===== src/rtl/udp_link_pkg.sv =====
// udp_link_pkg
// Shared definitions for the UDP RAM-write link (receive and readback paths).
// Contents:
//   ADDR_W / DATA_W  - RAM address and data widths (16 / 24)
//   FRAME_HEADER     - first byte of every frame (8'hF1)
//   FRAME_BYTES      - bytes per frame (header + 2 address + 3 data)
//   FRAME_W          - width of the address+data part of a frame (40)
//   tx_state_t       - readback transmitter FSM states
//   frame_t          - address/data pair carried by one frame
//   frame_len()      - 16-bit truncated payload length for a word count
package udp_link_pkg;

    localparam int ADDR_W = 16;
    localparam int DATA_W = 24;
    localparam int FRAME_W = ADDR_W + DATA_W;
    localparam int FRAME_BYTES = 6;
    localparam logic [7:0] FRAME_HEADER = 8'hF1;

    typedef enum logic [2:0] {
        ST_IDLE,
        ST_READ,
        ST_WAIT,
        ST_SEND,
        ST_FIN
    } tx_state_t;

    typedef struct packed {
        logic [ADDR_W-1:0] addr;
        logic [DATA_W-1:0] data;
    } frame_t;

    // word_cnt * 6 computed as (wc << 2) + (wc << 1), keeping only 16 bits.
    // Counts above 10922 wrap; the receive side knows the length is advisory.
    function automatic logic [15:0] frame_len(input logic [15:0] wc);
        return {wc[13:0], 2'b00} + {wc[14:0], 1'b0};
    endfunction

endpackage


===== src/rtl/frame_byte_ser.sv =====
// frame_byte_ser
// Holds one 40-bit address/data frame and emits it as six bytes
// (HEADER, addr[15:8], addr[7:0], data[23:16], data[15:8], data[7:0])
// over a valid/ready byte stream.
// Ports:
//   clk, rst_n   - clock, asynchronous active-low reset
//   load         - capture frame_in and start presenting byte 0
//   frame_in     - address/data pair to serialise
//   tx_data      - current byte (0 when not valid)
//   tx_valid     - byte valid, held high for the whole frame
//   tx_ready     - sink ready; a byte moves on valid & ready
//   last_hs      - pulses on the handshake of the final byte
module frame_byte_ser
    import udp_link_pkg::*;
#(
    parameter logic [7:0] HEADER = FRAME_HEADER
) (
    input  logic         clk,
    input  logic         rst_n,
    input  logic         load,
    input  frame_t       frame_in,
    output logic [7:0]   tx_data,
    output logic         tx_valid,
    input  logic         tx_ready,
    output logic         last_hs
);

    localparam logic [2:0] LAST_IDX = 3'(FRAME_BYTES - 1);

    logic [FRAME_W-1:0] frame_reg;
    logic [2:0]         idx_reg;
    logic               valid_reg;
    logic               handshake;
    logic [7:0]         byte_sel [FRAME_BYTES];

    // Byte 0 is the constant header; bytes 1..5 walk the frame register MSB first.
    assign byte_sel[0] = HEADER;
    generate
        for (genvar gi = 1; gi < FRAME_BYTES; gi++) begin : g_bytes
            assign byte_sel[gi] = frame_reg[FRAME_W-1-8*(gi-1) -: 8];
        end
    endgenerate

    assign handshake = valid_reg & tx_ready;
    assign last_hs   = handshake && (idx_reg == LAST_IDX);
    assign tx_valid  = valid_reg;

    always_comb begin
        tx_data = 8'h00;
        if (valid_reg) begin
            case (idx_reg)
                3'd0:    tx_data = byte_sel[0];
                3'd1:    tx_data = byte_sel[1];
                3'd2:    tx_data = byte_sel[2];
                3'd3:    tx_data = byte_sel[3];
                3'd4:    tx_data = byte_sel[4];
                3'd5:    tx_data = byte_sel[5];
                default: tx_data = 8'h00;
            endcase
        end
    end

    always_ff @(posedge clk or negedge rst_n) begin
        if (!rst_n) begin
            frame_reg <= '0;
            idx_reg   <= 3'd0;
            valid_reg <= 1'b0;
        end else if (load) begin
            frame_reg <= frame_in;
            idx_reg   <= 3'd0;
            valid_reg <= 1'b1;
        end else if (handshake) begin
            if (idx_reg == LAST_IDX) begin
                idx_reg   <= 3'd0;
                valid_reg <= 1'b0;
            end else begin
                idx_reg <= idx_reg + 3'd1;
            end
        end
    end

endmodule


===== src/rtl/ram_frame_tx.sv =====
// ram_frame_tx
// Readback transmitter: reads word_cnt consecutive 24-bit RAM words starting
// at start_addr and sends each as a 6-byte frame on the UDP TX byte stream.
// One word is fetched only after the previous frame has been fully accepted.
// Ports:
//   clk, rst_n          - clock, asynchronous active-low reset
//   start               - burst request, sampled only while idle
//   start_addr          - first RAM address of the burst
//   word_cnt            - number of words (0 gives an immediate done)
//   ram_rd_en           - one-cycle read strobe per word
//   ram_rd_addr         - read address
//   ram_rd_data         - read data, valid RD_LATENCY cycles after ram_rd_en
//   udp_tx_data/valid   - TX byte stream
//   udp_tx_ready        - TX sink ready
//   udp_tx_length       - payload length (word_cnt*6, 16-bit) of last burst
//   busy                - high from accepted start through the done cycle
//   done                - one-cycle completion pulse
module ram_frame_tx
    import udp_link_pkg::*;
#(
    parameter logic [7:0] HEADER     = FRAME_HEADER,
    parameter int         RD_LATENCY = 1
) (
    input  logic              clk,
    input  logic              rst_n,
    input  logic              start,
    input  logic [ADDR_W-1:0] start_addr,
    input  logic [15:0]       word_cnt,
    output logic              ram_rd_en,
    output logic [ADDR_W-1:0] ram_rd_addr,
    input  logic [DATA_W-1:0] ram_rd_data,
    output logic [7:0]        udp_tx_data,
    output logic              udp_tx_valid,
    input  logic              udp_tx_ready,
    output logic [15:0]       udp_tx_length,
    output logic              busy,
    output logic              done
);

    localparam logic [1:0] LAT_LAST = 2'(RD_LATENCY - 1);

    tx_state_t         state_reg, state_next;
    logic [ADDR_W-1:0] addr_reg, addr_next;
    logic [15:0]       remain_reg, remain_next;
    logic [15:0]       length_reg, length_next;
    logic [1:0]        lat_cnt_reg, lat_cnt_next;
    logic              ser_load;
    logic              ser_last_hs;
    frame_t            ser_frame;

    always_ff @(posedge clk or negedge rst_n) begin
        if (!rst_n) begin
            state_reg   <= ST_IDLE;
            addr_reg    <= '0;
            remain_reg  <= '0;
            length_reg  <= '0;
            lat_cnt_reg <= '0;
        end else begin
            state_reg   <= state_next;
            addr_reg    <= addr_next;
            remain_reg  <= remain_next;
            length_reg  <= length_next;
            lat_cnt_reg <= lat_cnt_next;
        end
    end

    always_comb begin
        state_next   = state_reg;
        addr_next    = addr_reg;
        remain_next  = remain_reg;
        length_next  = length_reg;
        lat_cnt_next = lat_cnt_reg;
        ser_load     = 1'b0;

        case (state_reg)
            ST_IDLE: begin
                if (start) begin
                    if (word_cnt != 16'd0) begin
                        addr_next   = start_addr;
                        remain_next = word_cnt;
                        length_next = frame_len(word_cnt);
                        state_next  = ST_READ;
                    end else begin
                        // Empty burst: report completion without touching RAM or TX.
                        state_next = ST_FIN;
                    end
                end
            end
            ST_READ: begin
                lat_cnt_next = 2'd0;
                state_next   = ST_WAIT;
            end
            ST_WAIT: begin
                // The last WAIT cycle is the one in which RAM data is valid.
                if (lat_cnt_reg == LAT_LAST) begin
                    ser_load   = 1'b1;
                    state_next = ST_SEND;
                end else begin
                    lat_cnt_next = lat_cnt_reg + 2'd1;
                end
            end
            ST_SEND: begin
                if (ser_last_hs) begin
                    if (remain_reg > 16'd1) begin
                        addr_next   = addr_reg + 1'b1;  // wraps FFFF -> 0000
                        remain_next = remain_reg - 16'd1;
                        state_next  = ST_READ;
                    end else begin
                        state_next = ST_FIN;
                    end
                end
            end
            ST_FIN: begin
                state_next = ST_IDLE;
            end
            default: begin
                state_next = ST_IDLE;
            end
        endcase
    end

    assign ram_rd_en     = (state_reg == ST_READ);
    assign ram_rd_addr   = addr_reg;
    assign busy          = (state_reg != ST_IDLE);
    assign done          = (state_reg == ST_FIN);
    assign udp_tx_length = length_reg;

    assign ser_frame.addr = addr_reg;
    assign ser_frame.data = ram_rd_data;

    frame_byte_ser #(
        .HEADER (HEADER)
    ) u_ser (
        .clk      (clk),
        .rst_n    (rst_n),
        .load     (ser_load),
        .frame_in (ser_frame),
        .tx_data  (udp_tx_data),
        .tx_valid (udp_tx_valid),
        .tx_ready (udp_tx_ready),
        .last_hs  (ser_last_hs)
    );

endmodule


===== config.mk =====
export PLATFORM = sky130hd
export DESIGN_NAME = ram_frame_tx
export DESIGN_NICKNAME = d
export VERILOG_FILES = /design/src/rtl/udp_link_pkg.sv /design/src/rtl/frame_byte_ser.sv /design/src/rtl/ram_frame_tx.sv
export SDC_FILE = /design/constraint.sdc
export NUM_CORES = 1
export LEC_CHECK = 0
export ABC_AREA = 1
export CAP_MARGIN = 10
export CORE_ASPECT_RATIO = 0.5
export CORE_MARGIN = 1
export CORE_UTILIZATION = 56
export CTS_BUF_LIST = sky130_fd_sc_hd__clkbuf_8
export DETAILED_ROUTE_END_ITERATION = 16
export PLACE_DENSITY = 0.83
export REMOVE_ABC_BUFFERS = 1
export SLEW_MARGIN = 5
export SYNTH_ARGS = -nofsm -noshare
export SYNTH_HDL_FRONTEND = slang
export SYNTH_SLANG_ARGS = --single-unit
export TNS_END_PERCENT = 20

===== constraint.sdc =====
create_clock -name clk -period 1.83 [get_ports clk]
set_clock_uncertainty 0.05 [all_clocks]
set_input_delay 0.2745 -clock clk [delete_from_list [all_inputs] [get_ports clk]]
set_output_delay 0.2745 -clock clk [all_outputs]
set_load 0.01 [all_outputs]

==> flow_summary.json, run 1 <==
{
  "status": "finished, violations left",
  "violations": "design-rule violations, negative setup slack",
  "clock_latency_ns": 0.38,
  "crit_type": "reg2out",
  "vias": 6672,
  "dr.pass1.iters": 13,
  "power_density_mw_per_mm2": 1620,
  "switching_share_pct": 46.4,
  "place_congestion": 0.934,
  "area_growth_syn_to_layout_pct": 35.8,
  "io_pins": 104,
  "clockRootBuffer": "clkbuf_8",
  "setup_viol": 40,
  "grtUsageTotal_pct": 33.2,
  "synth_ff_type": "dfrtp_1",
  "total_leakage_power_nw": 4.43,
  "seqPwrFrac_pct": 29.0,
  "final_period_minus_worst_setup_slack_ns": 2.10,
  "drcViolationCount": 7,
  "rsz0062_at_grt": "yes",
  "synthDistinctLibCells": 42,
  "critPathLaunchType": "register",
  "final_cells": 1238,
  "postRouteAntennaNets": 0,
  "synth_area_leader_cell": "dfrtp_1",
  "power_switching_w": 0.00646,
  "drv_cap": 0,
  "cp_data_arrival_time_ns": 1.77,
  "final_area_mm2": 0.00859,
  "finalHoldViolations": 0,
  "vdd_ir_drop_max_v": 0.000770,
  "place_area_mm2": 0.00791,
  "synth_warnings": 0,
  "drive_gt1_share_pct": 19.2,
  "critPathMaxFanout": 5,
  "whs_ns": 0.337,
  "fmax_mhz": 477,
  "fill_cells": 700,
  "port_buffers": 102,
  "grt_pass1_wl_mm": 31.1,
  "n_antenna_cell": 0,
  "p_int_w": 0.00745,
  "largest_reg_flops": 40,
  "dp_hpwl_mm": 12.4,
  "synthTopCellsByArea": "dfrtp_1 38%, nand2_1 25%, inv_1 5.0%",
  "yosysTopAreaCellShare_pct": 38.0,
  "netlist_area_mm2": 0.00633,
  "place_inst": 1205,
  "grt_pass1_vias": 6595,
  "grt_overflow": 0,
  "cp-end-kind": "output port",
  "synth_edf_count": 0,
  "cp.required_ns": 1.51,
  "yosysSeqAreaShare_pct": 38.0,
  "routed_via_density": 5.39,
  "wl_per_cell_um": 15.2,
  "die_w_um": 152,
  "period_share_pct": 115,
  "drtIter0Drc": 509,
  "path_clk_slew_ns": 0.10,
  "core.rowCount": 26,
  "fin_nets": 1179,
  "cts_num_sinks": 96,
  "grt_max_degree": 35,
  "floorplan.die_area_mm2": 0.0118,
  "cts_tree": "built",
  "wl_mm": 18.8,
  "postSynthAreaPerCell_um2": 6.89,
  "reg2reg_from": "u_ser.idx_reg[1]",
  "combPwrFrac_pct": 60.1,
  "final_max_slew_viol_count": 0,
  "clockPowerShare_pct": 11.0,
  "worstHoldPathType": "in2async",
  "syn_inst": 918,
  "synth_seq_cells": 96,
  "initial_core_util_pct": 59.8,
  "htree_num_levels": 3,
  "cts.path.max_buffers": 2,
  "worst_slack_ns": -0.267,
  "grt_antenna_before_repair": 0,
  "die_y_um": 77.2,
  "startpoint": "u_ser.idx_reg[1]",
  "async_flop_share_pct": 100,
  "cts_inserted_buffers": 9,
  "core_area_mm2": 0.0106,
  "fin_setup_tns_ns": -5.00
}
## cells in the mapped netlist, types with 4 or more instances
master    count
nand2_1     415
dfrtp_1      96
inv_1        85
nor2_1       60
nand3_1      49
o21ai_0      37
nand2_2      32
ha_1         25
a21oi_1      17
buf_2        10
xnor2_1      10
nand4_1       8
nor3_1        8
a41oi_1       6
clkbuf_1      6
o21ai_1       5
a22oi_1       4
inv_2         4
nand3b_1      4
or2_2         4
## power groups by stage
| stage | sequential [W] | combinational [W] | clock [W] |
|---|---|---|---|
| 6_report | 0.00403 | 0.00836 | 0.00152 |
| 5_1_grt | 0.00413 | 0.00917 | 0.00162 |
| 4_1_cts | 0.00395 | 0.00799 | 0.00154 |
| 3_5_place_dp | 0.00393 | 0.00715 | 0 |
| 3_3_place_gp | 0.00390 | 0.00691 | 0 |
| 2_1_floorplan | 0.00392 | 0.00406 | 0 |
## metrics by stage
stage          power (W)  setup WS, ns  utilization [%]
6_report          0.0139        -0.267             81.2
5_1_grt           0.0149        -0.359             81.2
4_1_cts           0.0135        -0.205             79.8
3_5_place_dp      0.0111        -0.481             74.9
3_3_place_gp      0.0108        -0.417             74.9
2_1_floorplan    0.00798        -0.686                -
## repair_timing
action,4_1_cts,5_1_grt
pin swaps,19,12
gates cloned,3,1
hold buffers,1,0
endpoints found under the hold margin,31,0
buffers inserted,11,1
gates resized for setup,79,25
setup endpoints to repair,46,55
## logic make-up (layout without fill, tap and decap cells)
family / after synthesis / count (layout) / share of synthesized area (%)
adders and majority gates: 26 / 26 / 5.26
buffers and inverters: 115 / 293 / 8.27
DFF: 96 / 96 / 38.0
xor gates and xnor gates: 11 / 11 / 1.52
other: 1 / 1 / 0.0593
AOI/OAI and AO/OA: 77 / 77 / 6.98
and+or+nand+nor: 592 / 594 / 39.9
## area by class of cell
cell class | instances | area, um2 | share of cell area, %
flip-flops and latches | 96 | 2400 | 28.0
well taps | 140 | 175 | 2.04
multi-input cells | 709 | 3650 | 42.5
clock inverters | 6 | 76.3 | 0.889
clock buffers | 10 | 138 | 1.60
repair buffers | 188 | 1800 | 21.0
inverters | 89 | 347 | 4.04
## critical path, stage by stage, from the launching register on
cell and delay (ns):
dfrtp_1 0.41, buf_6 0.15, inv_6 0.07, nand2_4 0.08, nor2_4 0.16, nand2_1 0.09
nand2_1 0.08, a211oi_2 0.05, nor2_1 0.13, buf_2 0.16
## layer usage
metal	up-vias	global-route usage [%]	wire length, um	part of all wire (%)
li1	3234	-	-	-
met1	3058	38.6	7510	40
met2	311	61.7	9330	50
met3	69	6.33	1400	7.4
met4	0	11.7	533	2.8
met5	-	0	0	0
## final timing paths
check	to	slack, ns	cells past startpoint
setup reg to reg	remain_reg[14]	-0.15	14
setup / recovery	udp_tx_data[7]	-0.27	9
max in group asynchronous	ram_rd_addr[10]	0.84	3
hold reg to reg	udp_tx_length[2]	0.43	2
min in group clk	u_ser.frame_reg[10]	0.37	3
hold / removal	udp_tx_length[6]	0.34	2
## cells in the final DEF (no fill, tap or decap), types with 3 or more instances in the layout
cell type,instances
inv_1,81
inv_4,3
buf_4,65
nor3_1,6
nand3_2,4
nand3_4,4
buf_2,8
ha_1,20
dfrtp_1,95
buf_12,8
a22oi_2,4
buf_6,11
o21ai_1,5
nand2_1,400
nor2_4,4
clkbuf_8,10
nand2_2,46
nand2_4,4
a21oi_1,16
nor2_1,57
dlygate4sd2_1,3
clkdlybuf4s50_1,90
nand4_1,8
o21ai_0,37
a41oi_1,3
xnor2_1,9
nand3b_1,4
or2_2,4
ha_4,4
inv_2,4
nand3_1,44
nor2_2,3
nor3_2,3
a41oi_2,3
(Power assumes the default switching activity.)
==> run 2, diff against run 1 <==
--- a/config.mk
+++ b/config.mk
@@ -12,6 +12,7 @@
 export CORE_UTILIZATION = 56
 export CTS_BUF_LIST = sky130_fd_sc_hd__clkbuf_8
 export DETAILED_ROUTE_END_ITERATION = 16
+export GPL_TIMING_DRIVEN = 0
 export PLACE_DENSITY = 0.83
 export REMOVE_ABC_BUFFERS = 1
 export SLEW_MARGIN = 5
==> flow_summary.json, run 2 (synthesis results as in run 1) <==
{
  "clockPowerShare_pct": 10.3,
  "power_density_mw_per_mm2": 1660,
  "combPwrFrac_pct": 60.6,
  "initial_core_util_pct": 59.8,
  "startpoint": "u_ser.idx_reg[1]",
  "drtIter0Drc": 618,
  "worstHoldPathType": "in2reg",
  "cp_common_cell": "nand2_1",
  "htree_num_levels": 3,
  "place_inst": 1137,
  "grt_max_degree": 68,
  "slowest_delay_ns": 0.49,
  "cp-end-kind": "output port",
  "status": "finished, violations left",
  "clock_latency_ns": 0.38,
  "crit_type": "reg2out",
  "worstMarginPinSlew_ns": 0.533,
  "cts.path.max_buffers": 2,
  "path_clk_slew_ns": 0.10,
  "layout_commonest_cell": "nand2_1",
  "drive_gt1_share_pct": 17.1,
  "final_util_pct": 79.3,
  "p_int_w": 0.00729,
  "cts_inserted_buffers": 9,
  "mostFrequentLayoutCells": "398 x nand2_1, 89 x dfrtp_1, 77 x inv_1",
  "cts_tree": "built",
  "drv_cap": 0,
  "wl_per_cell_um": 16.0,
  "die_y_um": 77.2,
  "p_total_w": 0.0140,
  "grt_pass1_wl_mm": 29.3,
  "reg2reg_from": "state_reg[0]",
  "worst_slack_ns": -0.288,
  "cp_cell_sequence": "inv_4, nand3_1, inv_2, nand2_1, nand2_1, a211oi_2, nor2_1, buf_2",
  "clockRootBuffer": "clkbuf_8",
  "grt_antenna_before_repair": 0,
  "setup_viol": 57,
  "grt_pass1_vias": 6259,
  "floorplan.die_area_mm2": 0.0118,
  "io_pins": 104,
  "final_cells": 1199,
  "slew_headroom_pct": 64.3,
  "cp.required_ns": 1.51,
  "wl_mm": 19.2,
  "violations": "design-rule violations, negative setup slack",
  "vias": 6792,
  "postRouteAntennaNets": 0,
  "worstHoldStart": "word_cnt[0]",
  "switching_share_pct": 47.7,
  "fmax_mhz": 472,
  "cpMaxStageDelayCell": "dfrtp_2",
  "power_switching_w": 0.00666,
  "period_share_pct": 116,
  "seqPwrFrac_pct": 29.1,
  "critPathMaxFanout": 6,
  "dr.pass1.iters": 13,
  "grtUsageTotal_pct": 31.2,
  "cp_data_arrival_time_ns": 1.79,
  "final_max_slew_viol_count": 0,
  "fill_cells": 722,
  "core.rowCount": 26,
  "place_congestion": 0.946,
  "routed_via_density": 5.66,
  "critPathLaunchType": "register",
  "rsz0062_at_grt": "yes",
  "n_antenna_cell": 0,
  "largest_reg_flops": 40,
  "die_w_um": 152,
  "drcViolationCount": 6,
  "port_buffers": 102,
  "total_leakage_power_nw": 4.28,
  "final_period_minus_worst_setup_slack_ns": 2.12,
  "dp_hpwl_mm": 11.2,
  "core_area_mm2": 0.0106,
  "grt_overflow": 0,
  "finalHoldViolations": 0,
  "area_growth_syn_to_layout_pct": 32.6,
  "cts_num_sinks": 96,
  "vdd_ir_drop_max_v": 0.000805,
  "fin_nets": 1141
}
run 2: power groups by stage:
stage	logic (W)	clock network, W	registers, W
2_1_floorplan	0.00406	0	0.00392
3_3_place_gp	0.00626	0	0.00393
3_5_place_dp	0.00654	0	0.00396
4_1_cts	0.00739	0.00144	0.00397
5_1_grt	0.00914	0.00152	0.00418
6_report	0.00845	0.00144	0.00406
run 2: critical path: cells and delay by family, from the launching register on:
kind	cells	cell delay, ns
flops	1	0.49
buf+inv	3	0.34
simple gates	4	0.39
compound gates	1	0.20
run 2: timing repair:
item / in CTS / in global routing
gates resized for setup: 100 / 48
gates cloned: 5 / 3
setup endpoints to repair: 90 / 90
buffers inserted: 16 / 22
pin swaps: 14 / 15
endpoints found under the hold margin: 29 / 0
hold buffers: 1 / 0
run 2: layer usage:
metal / up-vias / wire, um / global-route usage, %
met1: 3183 / 7560 / 37.2
met4: 0 / 896 / 13.5
met5: - / 0 / 0
li1: 3162 / - / -
met3: 98 / 1490 / 7.07
met2: 349 / 9220 / 54.4
run 2: final cells by class:
cell class              count  area [um2]  area share, %
repair inverters            2        15.0          0.179
inverters                  89         368           4.38
multi-input cells         712        3750           44.7
flip-flops and latches     96        2410           28.7
well taps                 140         175           2.09
repair buffers            145        1480           17.6
clock inverters             6        67.6          0.805
clock buffers               9         124           1.48
run 2: path summary, 6_finish.rpt:
path / to / slack [ns] / depth (start not counted)
worst min-delay path: udp_tx_length[1] / 0.30 / 3
worst min register to register: udp_tx_length[3] / 0.44 / 2
min in group asynchronous: udp_tx_length[6] / 0.35 / 2
max in group asynchronous: ram_rd_addr[10] / 0.68 / 3
worst max-delay path: udp_tx_data[5] / -0.29 / 8
worst max register to register: udp_tx_length[1] / -0.10 / 9
run 2: through the flow:
| step | setup TNS, ns | hold WS (ns) | setup slack, ns | instance area, um2 |
|---|---|---|---|---|
| after detailed placement | -49.98 | 0.195 | -0.980 | 7410 |
| final | -5.39 | 0.298 | -0.288 | 8390 |
| after floorplan | -39.86 | -0.0711 | -0.686 | 6140 |
| after CTS | -5.18 | 0.295 | -0.223 | 7990 |
| after global routing | -10.47 | 0.309 | -0.367 | 8390 |
| after global placement | -414.77 | 0.405 | -3.16 | 7330 |
